[src/rtl/uart_rx.sv]
// UART receiver: 8N1, oversampled, mid-bit sampling.
// Ports: clk, rst (async, active-high), rx (async serial in),
//        rx_data (last byte), rx_done (1-clk end-of-frame pulse),
//        frame_err (stop-bit status, held), rx_busy (not idle).
module uart_rx #(
    parameter int SYS_CLK    = 100_000_000,
    parameter int BAUD       = 9600,
    parameter int OVERSAMPLE = 16
) (
    input  logic       clk,
    input  logic       rst,
    input  logic       rx,
    output logic [7:0] rx_data,
    output logic       rx_done,
    output logic       frame_err,
    output logic       rx_busy
);

    localparam int TICK_COUNT = SYS_CLK / (BAUD * OVERSAMPLE);
    localparam int CW = (TICK_COUNT > 1) ? $clog2(TICK_COUNT) : 1;
    localparam logic [CW-1:0] TICK_MAX = CW'(TICK_COUNT - 1);
    localparam logic [3:0] S_MID  = 4'(OVERSAMPLE / 2 - 1);
    localparam logic [3:0] S_LAST = 4'(OVERSAMPLE - 1);

    typedef enum logic [1:0] {
        IDLE,
        START,
        DATA,
        STOP
    } state_t;

    state_t state, state_n;

    logic          rx_m, rx_s, rx_prev;
    logic [CW-1:0] div_cnt;
    logic          tick;
    logic [3:0]    s_cnt, s_cnt_n;
    logic [2:0]    b_cnt, b_cnt_n;
    logic [7:0]    shreg, shreg_n;
    logic [7:0]    rx_data_n;
    logic          rx_done_n;
    logic          frame_err_n;

    // Synchronizer and edge history idle high so reset looks like a quiet line.
    always_ff @(posedge clk or posedge rst) begin
        if (rst) begin
            rx_m    <= 1'b1;
            rx_s    <= 1'b1;
            rx_prev <= 1'b1;
        end else begin
            rx_m    <= rx;
            rx_s    <= rx_m;
            rx_prev <= rx_s;
        end
    end

    // Free-running divider: the tick phase is not aligned to the start edge.
    always_ff @(posedge clk or posedge rst) begin
        if (rst) begin
            div_cnt <= '0;
        end else if (div_cnt == TICK_MAX) begin
            div_cnt <= '0;
        end else begin
            div_cnt <= div_cnt + 1'b1;
        end
    end

    assign tick = (div_cnt == TICK_MAX);

    always_ff @(posedge clk or posedge rst) begin
        if (rst) begin
            state     <= IDLE;
            s_cnt     <= '0;
            b_cnt     <= '0;
            shreg     <= '0;
            rx_data   <= '0;
            rx_done   <= 1'b0;
            frame_err <= 1'b0;
        end else begin
            state     <= state_n;
            s_cnt     <= s_cnt_n;
            b_cnt     <= b_cnt_n;
            shreg     <= shreg_n;
            rx_data   <= rx_data_n;
            rx_done   <= rx_done_n;
            frame_err <= frame_err_n;
        end
    end

    always_comb begin
        state_n     = state;
        s_cnt_n     = s_cnt;
        b_cnt_n     = b_cnt;
        shreg_n     = shreg;
        rx_data_n   = rx_data;
        rx_done_n   = 1'b0;
        frame_err_n = frame_err;
        unique case (state)
            IDLE: begin
                // Edge, not level: a line stuck low never restarts a frame.
                if (rx_prev && !rx_s) begin
                    s_cnt_n = '0;
                    state_n = START;
                end
            end
            START: begin
                if (tick) begin
                    if (s_cnt == S_MID) begin
                        if (!rx_s) begin
                            s_cnt_n = '0;
                            b_cnt_n = '0;
                            state_n = DATA;
                        end else begin
                            state_n = IDLE;
                        end
                    end else begin
                        s_cnt_n = s_cnt + 4'd1;
                    end
                end
            end
            DATA: begin
                if (tick) begin
                    if (s_cnt == S_LAST) begin
                        s_cnt_n = '0;
                        shreg_n = {rx_s, shreg[7:1]};
                        if (b_cnt == 3'd7) begin
                            state_n = STOP;
                        end else begin
                            b_cnt_n = b_cnt + 3'd1;
                        end
                    end else begin
                        s_cnt_n = s_cnt + 4'd1;
                    end
                end
            end
            STOP: begin
                // Leave at mid-stop so a back-to-back start edge is seen.
                if (tick) begin
                    if (s_cnt == S_LAST) begin
                        rx_data_n   = shreg;
                        rx_done_n   = 1'b1;
                        frame_err_n = ~rx_s;
                        state_n     = IDLE;
                    end else begin
                        s_cnt_n = s_cnt + 4'd1;
                    end
                end
            end
            default: state_n = IDLE;
        endcase
    end

    assign rx_busy = (state != IDLE);

endmodule

[config.mk]
export PLATFORM = sky130hd
export DESIGN_NAME = uart_rx
export DESIGN_NICKNAME = d
export VERILOG_FILES = /design/src/rtl/uart_rx.sv
export SDC_FILE = /design/constraint.sdc
export NUM_CORES = 1
export LEC_CHECK = 0
export ABC_CLOCK_PERIOD_IN_PS = 2600
export BUFFER_PORTS_ARGS = -buffer_cell sky130_fd_sc_hd__buf_2
export CORE_UTILIZATION = 59
export DETAILED_ROUTE_END_ITERATION = 8
export PLACE_DENSITY = 0.78
export SYNTH_ARGS = -nofsm -noshare
export SYNTH_HDL_FRONTEND = slang
export SYNTH_SLANG_ARGS = --single-unit
[constraint.sdc]
create_clock -name clk -period 2.6 [get_ports clk]
set_input_delay 0.39 -clock clk [delete_from_list [all_inputs] [get_ports clk]]
set_output_delay 0.39 -clock clk [all_outputs]
set_load 0.01 [all_outputs]
### Word-level counts from Yosys, hierarchy flattened

Index checks and enable logic that the tools add are counted.

* equal/unequal tests: 19
* muxes and demuxes: 30
* add/sub/neg operators: 3
* reductions and logical operators: 10
* bitwise gates (word level): 1

Operators with widths (number)
* $mux 4: 8
* $ne 2x2->1 const B: 11
* $mux 2: 9
* $mux 3: 6
* $pmux 4 s4: 1
* $add 10x1->10 const B: 1
* $eq 10x10->1 const B: 1
* $mux 10: 1
* $pmux 2 s4: 1
* $reduce_and 8->1: 1
* $reduce_and 7->1: 1
* $pmux 3 s2: 1
* $reduce_and 3->1: 2
* $reduce_and 6->1: 1
* $add 4x1->4 const B: 1
* $eq 2x2->1 const B: 2
* $eq 4x3->1 const B: 1
* $eq 4x4->1 const B: 1
* $reduce_bool 2->1: 2
* $add 3x1->3 const B: 1
* $eq 3x3->1 const B: 1
* $mux 1: 3
* $ne 3x3->1 const B: 1
* $eq 2x1->1 const B: 1
* 4 further kinds: 4

* input bits: 3
* register bits: 40
* output and inout port bits: 11
* logic and storage cells: 74

### Depth between registers and ports, before layout

Gate-level depths: netlist of run 1.

* word-level depth: 5
* gate-level depth with buffers: 7
* depth with buffers taken out: 6

### Worst setup path after synthesis of run 1

Ideal clock, no wire load.

* kind: register -> register
* start: reg div_cnt[5]
* end: reg rx_data[0]
* arrival: 1848 ps
* slack: 627 ps
* data required time: 2475 ps
* stages on the path, launching flop included: 6
* path through: dfrtp_1 or4b_4 nor3_2 and3_1 buf_2 mux2_2

* longest elaborated chain between the ends: 2

Ends and longest elaborated chain
* start: declaration: RTL line 35 `logic [CW-1:0] div_cnt;`
* start signal: assignment: RTL line 64 `div_cnt <= div_cnt + 1'b1;`
* $eq 10x10->1: RTL line 68 `assign tick = (div_cnt == TICK_MAX);`
* $reduce_and 3->1 (no line)
* end signal: assignment: RTL line 84 `rx_data <= rx_data_n;`
* end: declaration: RTL line 13 `output logic [7:0] rx_data,`

No other way between the ends.
A chain may end at the register's enable or synchronous reset.

### Worst setup path in the final report of run 1

* start: reg div_cnt[5]
* end: reg rx_data[7]

Same word-level chain as after synthesis.

==> results.md, run 1 <==
Clock network:
- The cell chosen for the clock root is clkbuf_4.
- In this run the deepest clock path goes through 2 buffers.
- The number of hold buffers added after cts is 0.
- After clock tree synthesis, the repair step resized 0 gates.
- After clock tree synthesis, the clock-pin slew on the worst setup and hold paths is 0.12 ns.
- CTS built an H-tree with a depth of 2.
- Counting every sink on the clock net gives 40.
- Counting the buffers created by CTS gives 5.
- The number of setup buffers added after CTS is 0.
- For the worst-skew pair, the clock arrives at the later sink with an insertion delay of 0.35 ns.
- The clock tree from TritonCTS is yes.

Yosys:
- The predominant post-synthesis flop cell is dfrtp_1.
- The average instance area after synthesis is 11.95 um2.
- Sorting the synthesized cells by how often they occur yields dfrtp_1 (37), mux2_2 (18), nor2_1 (14).
- The number of enable flip-flop cells after synthesis is 0.
- The Yosys step of the flow raised 0 warnings.
- The mapped netlist covers 0.001901 mm2.
- The proportion of synthesized flip-flops having asynchronous set or reset is 1.000.
- Of the synthesized area, sequential elements account for 0.5286.
- The number of different library cells used by synthesis comes to 46.
- The flop and latch count out of synthesis is 40.
- Ranked by total cell area, the synthesized netlist is headed by dfrtp_1 (49%), mux2_2 (11%), dfstp_2 (4.1%).
- When the netlist entered floorplanning its net count stood at 167.
- The area fraction of the dominant cell type after synthesis is 0.4872.
- By instance count, the leading cell after synthesis is dfrtp_1.
- The instance count of the mapped netlist is 159.
- Of all cell types, the one taking the most synthesized area is dfrtp_1.

Worst setup path:
- The critical path in this run is classified as reg2reg.
- The worst register-to-register path begins at div_cnt[5]$_DFF_PP0_.
- Data on the critical path is required at its endpoint by 2.84 ns.
- The worst endpoint data arrival time is 2.41 ns.
- The number of cells on the worst reg-to-reg path is 4.
- The kind of capture point of the worst setup path is a register.
- Following the worst setup path forward leads to its endpoint at rx_data[7]$_DFFE_PP0P_.
- Along the worst path, the maximum fanout reaches 9.
- The endpoint of the worst register-to-register path is rx_data[7]$_DFFE_PP0P_.
- The worst-case register-to-register setup slack is 0.43 ns.
- The critical path starts at div_cnt[5]$_DFF_PP0_.
- STA classifies the critical path startpoint as a register.

STA:
- For the finished layout, the period the worst path requires is 2.172 ns.
- Setup repair after global routing left no endpoint under its margin.
- The number of setup violations in the final report is 0.
- On the final layout, the worst clock skew is 0.01196 ns.
- Static timing analysis puts the maximum clock frequency at 460.4 MHz.
- The number of max-slew violations in the final report is 0.
- The final count of hold timing violations is 0.
- The slew at the pin with the worst max-slew slack is 0.5345 ns.
- After routing, the total negative slack on setup checks comes to 0 ns.
- Dividing the final minimum period by the clock period gives 0.8353.
- The headroom to the max-slew limit is 0.6437.

Floorplan:
- The die covers 0.003452 mm2.
- The area of the core region is 0.003053 mm2.
- The starting density of the core is 0.6225.
- The number of standard-cell rows in the floorplan is 20.
- The die width is 58.76 um.
- The height of the die is 58.76 um.
- The number of primary I/O pins is 14.

Route:
- The total via count after detailed routing is 1208.
- For this run, the detailed router's first-pass iteration total came to 6.
- For this block, the initial DRC count from the detailed router was 82.
- The antenna violation net count after detailed routing is 0.
- The routed design has 3.266 mm of wire.
- The post-detailed-route DRC marker count is 0.
- After detailed routing, the number of vias per cell comes to 5.516.
- The routed wire length per instance is 14.91 um.

Place:
- The congestion estimate from routability-driven global placement came to 0.7931.
- The number of buffer cells added on primary ports is 13.
- The HPWL reported at the end of detailed placement is 2.300 mm.
- After detailed placement, the total cell area comes to 0.002004 mm2.

Global route:
- The total global routing overflow is 0.
- The met2 layer usage reported by global route is 0.3555.
- The initial antenna violation count was 0.
- The via count of the first global-routing pass is 1181.
- The met1 demand-to-capacity share in global routing is 0.2838.
- For met3 alone, demand over resource in global routing was 0.06593.
- For this run, the total global-route usage over all layers was measured as 0.2239.
- The most congested layer reported by global routing is met2.
- The first global-routing pass estimated 5.575 mm of wire.
- The pin count of the biggest net entering global routing is 41.

Finish:
- The net total in the final layout is 182.
- After filler insertion, the fill cell instance count of the layout stands at 236.
- The synthesis-to-layout area growth is 9.677%.
- Of the cells placed in the final design, the portion with a size suffix greater than 1 is 0.2971.
- The cell area after layout is 0.002085 mm2.
- The sequential standard cell area is 0.001005 mm2.
- Summing all multi-input logic gate instances after layout gives 834.6 um2.
- The antenna diode count is 0.

Pwr:
- Power spread over the standard cell area amounts to 564.3 mW/mm2.
- The total leakage power is 1.036 nW.
- VDD sags by at most 0.0003983 V.

Min path:
- The type of the most critical hold path is in2async.

Run status:
- The run finished with clean final reports.

Flow run:
- Across the run, the number of max-cap violations was 0.
==> sequential cells by signal (all words and copies together) (netlist names), named ones only <==
| signal | flops |
|---|---|
| rx_prev | 1 |
| s_cnt | 4 |
| rx_m | 1 |
| rx_s | 1 |
| rx_data | 8 |
| div_cnt | 10 |
| shreg | 8 |
| state | 1 |
| frame_err | 1 |
| b_cnt | 3 |
| rx_done | 1 |
==> final cells by class <==
class	instances	share of cell area
clock buffers	5	0.01801
clock inverters	3	0.02041
inverters	8	0.01441
multi-input cells	104	0.4004
flip-flops and latches	40	0.4820
well taps	44	0.02641
repair buffers	15	0.03842
==> worst min path at each step <==
| stage | endpoint | slack [ns] | cells past startpoint |
|---|---|---|---|
| 6_report | shreg[6]$_DFFE_PP0P_ | 0.13 | 3 |
| 5_1_grt | rx_m$_DFF_PP1_ | 0.11 | 1 |
| 4_1_cts | rx_m$_DFF_PP1_ | 0.12 | 1 |
| 3_5_place_dp | rx_s$_DFF_PP1_ | 0.35 | 0 |
| 3_3_place_gp | rx_s$_DFF_PP1_ | 0.35 | 0 |
| 2_1_floorplan | rx_s$_DFF_PP1_ | 0.35 | 0 |
==> kinds of logic after synthesis <==
logic type,share of synthesized area
AOI/OAI and AO/OA,0.08229
xor gates and xnor gates,0.04608
DFF,0.5286
buffers and inverters,0.03225
and+or+nand+nor,0.1659
muxes,0.1119
adders and majority gates,0.03292
==> worst max-delay path, stage by stage, from the launching register on <==
cell     delay [ns]
dfrtp_1        0.45
or4b_4         0.59
nor3_2         0.20
and3_1         0.44
mux2_2         0.39
==> layout by cell type (no fill, tap or decap), types with 2 or more instances in the layout <==
master / n
nor4b_1: 2
inv_1: 8
nand3_1: 4
nor2_1: 14
nand2_1: 5
dfrtp_1: 37
o21ai_0: 2
clkbuf_4: 5
xor2_1: 4
a211oi_1: 2
a32o_1: 2
nor4_1: 2
and3_1: 5
buf_2: 13
mux2_2: 18
dfstp_2: 3
a21oi_1: 3
or3b_2: 2
o21a_1: 2
o211ai_1: 3
xnor2_1: 6
buf_4: 2
ha_1: 5
a21o_1: 2
==> stage by stage <==
stage          instances  setup WS [ns]  hold slack, ns    util  power, mW
6_report             219         0.4281          0.1336  0.6828      1.176
3_5_place_dp         211         0.4309          0.3515  0.6566     0.7834
4_1_cts              219         0.4164          0.1176  0.6828      1.187
2_1_floorplan        159         0.6273          0.3452       -     0.7574
3_3_place_gp         211         0.4857          0.3471  0.6566     0.7804
5_1_grt              219         0.3571          0.1072  0.6828      1.228
==> report_power, final <==
group / total [mW] / internal, mW / switching (mW) / leakage, nW
clock network: 0.403 / 0.200 / 0.203 / 0.0412
logic: 0.103 / 0.0484 / 0.0549 / 0.462
registers: 0.669 / 0.634 / 0.0358 / 0.532
==> per-layer routing <==
metal / vias to the layer above / part of all wire
li1: 595 / -
met1: 577 / 0.43
met2: 30 / 0.51
met3: 6 / 0.037
met4: 0 / 0.016
met5: - / 0
(Power assumes the default switching activity.)
==> run 2, diff against run 1 <==
Settings changed: ABC_CLOCK_PERIOD_IN_PS 2600 to 2100.
Clock period 2.6 ns to 2.1 ns, I/O delays scaled along.
==> run 2 against run 1 <==
Compared with the run above: non-clock buffer count grew 6; total power grew 13%; hold slack lost 0.069 ns; first-iteration DRC count grew 79%; critical path type unchanged.
==> results.md, run 2 (synthesis gave the netlist of run 1 again) <==
Run status:
- The flow ran to the end, and the final reports show no timing, DRC or antenna violations.

Floorplan:
- For this configuration, the core starts out at a cell density of 0.6225.
- The number of standard-cell rows in the floorplan is 20.
- The die outline area is 0.003452 mm2.
- The height of the die is 58.76 um.
- The die width is 58.76 um.
- During I/O placement, the number of pins put on the boundary was 14.
- The area of the core region is 0.003053 mm2.

Pwr:
- The power dissipated by switching net loads is 0.3478 mW.
- The share of total power dissipated in the clock network is 0.271.
- For this design the ratio of total power to cell area is 631.2 mW/mm2.
- The internal power component is 0.9870 mW.
- Of the total power, the share spent switching nets is 0.2606.
- The analysis attributes to cell leakage a power of 1.054 nW.
- The maximum resistive drop on vdd is 0.0005254 V.
- The post-route total power is 1.335 mW.
- Of the total power, combinational logic draws 0.124.
- The sequential share of power is 0.606.

STA:
- The headroom to the max-slew limit is 0.6722.
- The top achievable clock speed is 496.6 MHz.
- The worst path needs 2.014 ns of the cycle, external delays included.
- Setup repair after global routing left no endpoint under its margin.
- The final count of hold timing violations is 0.
- The number of max-slew violations in the final report is 0.
- The final critical-path share of the clock period is 0.9590.
- In the final timing run, aggregate negative setup slack is 0 ns.
- The final clock skew is 0.01691 ns.
- At the pin with the least slew margin, the transition time is 0.4917 ns.
- The number of setup violations in the final report is 0.

Clock network:
- After clock tree synthesis, the clock-pin slew on the worst setup and hold paths is 0.12 ns.
- The number of setup buffers added after CTS is 0.
- The clock tree synthesis step divided the H-tree into 2 levels.
- The clock sink count is 40.
- Hold repair after CTS inserted 0 buffers.
- Clock tree synthesis inserted a total of 5 buffers.
- The longest clock path from root to sink contains 2 buffers.
- The later pin in the worst-skew pair is clocked with a latency of 0.35 ns.
- TritonCTS built the clock tree.
- The tree is rooted in a clkbuf_4.

Global route:
- The initial antenna violation count came to 0.
- The via count of the first global-routing pass is 1217.
- The total overflow left after global routing is 0.
- The first-pass GRT wire length is 5.609 mm.
- Entering global routing, the biggest net connects 41 pins.
- Across every metal layer, demand over resource in global routing totals 0.2224.

Finish:
- The synthesis-to-layout area growth is 11.26%.
- The flip-flop count of the largest register after layout is 10.
- The library cell used most frequently in the layout, excluding fill and tap cells, is dfrtp_1.
- The largest registers in the layout are div_cnt x10, rx_data x8, shreg x8.
- The antenna diode count is 0.
- For this run, the number of standard cells in the final layout without fillers is 225.
- The filler cells instantiated in the layout total 249.
- At the end of the flow, the number of nets in the layout was 188.
- The cell area after layout is 0.002115 mm2.
- The register with the most flip-flops is div_cnt.
- The fraction of layout instances using a drive strength above 1 is 0.3149.
- In the layout the commonest cells are dfrtp_1 (37), mux2_2 (18), nor2_1 (14).

Route:
- In this run the remaining antenna-violating nets after routing total 0.
- Dividing the detail-routed via count by the number of cells gives 5.551.
- Before antenna repair, the detailed router went through 4 iterations.
- The total length of routed wires is 3.265 mm.
- For this block, the initial DRC count from the detailed router was 147.
- In the final routed layout, each cell accounts on average for 14.51 um.
- In the routed design, unresolved DRC markers number 0.
- Detailed routing inserted a total of 1249 vias.

Worst setup path:
- The data required time of the critical path is 2.35 ns.
- STA classifies the critical path startpoint as a register.
- STA classifies the critical path endpoint as a register.
- Of all nets on the critical path, the largest fanout is 11.
- For the worst flop-to-flop path, the logic depth is 5.
- Data on the critical path arrives at its endpoint at 2.26 ns.
- The worst-case register-to-register setup slack is 0.09 ns.
- The startpoint-to-endpoint class of the critical path is reg2reg.
- The startpoint identified for the worst register-to-register timing path is div_cnt[5]$_DFF_PP0_.

Flow run:
- Across the run, the number of max-cap violations was 0.

Place:
- The HPWL reported at the end of detailed placement is 2.291 mm.
- The number of buffer cells added on primary ports is 13.
- Summing all placed instances gives a cell area of 0.002062 mm2.
- The number of cells in the design after placement is 217.
- The placer congestion estimate is 0.8489.

Min path:
- The type of the most critical hold path is in2async.
run 2: worst max path at each step:
stage	startpoint	end
final	div_cnt[5]$_DFF_PP0_	register
after global routing	div_cnt[5]$_DFF_PP0_	register
after CTS	div_cnt[5]$_DFF_PP0_	register
after detailed placement	div_cnt[5]$_DFF_PP0_	register
after global placement	div_cnt[5]$_DFF_PP0_	b_cnt[0]$_DFFE_PP0P_
after floorplan	div_cnt[5]$_DFF_PP0_	rx_data[0]$_DFFE_PP0P_
run 2: per-layer routing:
| metal | GRT usage | vias up | wire length, um |
|---|---|---|---|
| met3 | 0.07033 | 7 | 120 |
| met2 | 0.3393 | 23 | 1621 |
| met4 | 0.08844 | 0 | 47 |
| met5 | 0 | - | 0 |
| li1 | - | 605 | - |
| met1 | 0.2964 | 614 | 1476 |
run 2: per-stage QoR:
step                  util  setup WS [ns]  hold WS, ns
finish              0.6926        0.08620      0.06427
global route        0.6926       0.005759      0.03577
CTS                 0.6918        0.07510      0.05344
detailed placement  0.6754        0.08657       0.3472
global placement    0.6754         0.1682       0.3481
floorplan                -         0.1273       0.3195
run 2: cell type report:
cell class	count	area, um2	share of cell area
flip-flops and latches	40	1005	0.4751
clock inverters	1	5.005	0.002367
multi-input cells	104	837.1	0.3959
well taps	44	55.05	0.02604
clock buffers	7	45.04	0.02130
inverters	8	30.03	0.01420
repair buffers	21	137.6	0.06509
run 2: power by group through the flow:
stage / Sequential [mW] / Clock (mW) / Combinational [mW]
3_3_place_gp: 0.822 / 0 / 0.155
5_1_grt: 0.812 / 0.400 / 0.183
3_5_place_dp: 0.823 / 0 / 0.163
2_1_floorplan: 0.814 / 0 / 0.124
4_1_cts: 0.808 / 0.380 / 0.164
6_report: 0.809 / 0.361 / 0.165
run 2: worst max-delay path, stage by stage, from the launching register on:
cell and delay, ns:
dfrtp_1 0.40, or4b_4 0.57, nor3_2 0.20, buf_4 0.22, and3_1 0.20, mux2_2 0.34
run 2: repair_timing:
action,in CTS,in global routing
gates resized for setup,0,1
endpoints found under the setup margin,0,1
endpoints found under the hold margin,0,0
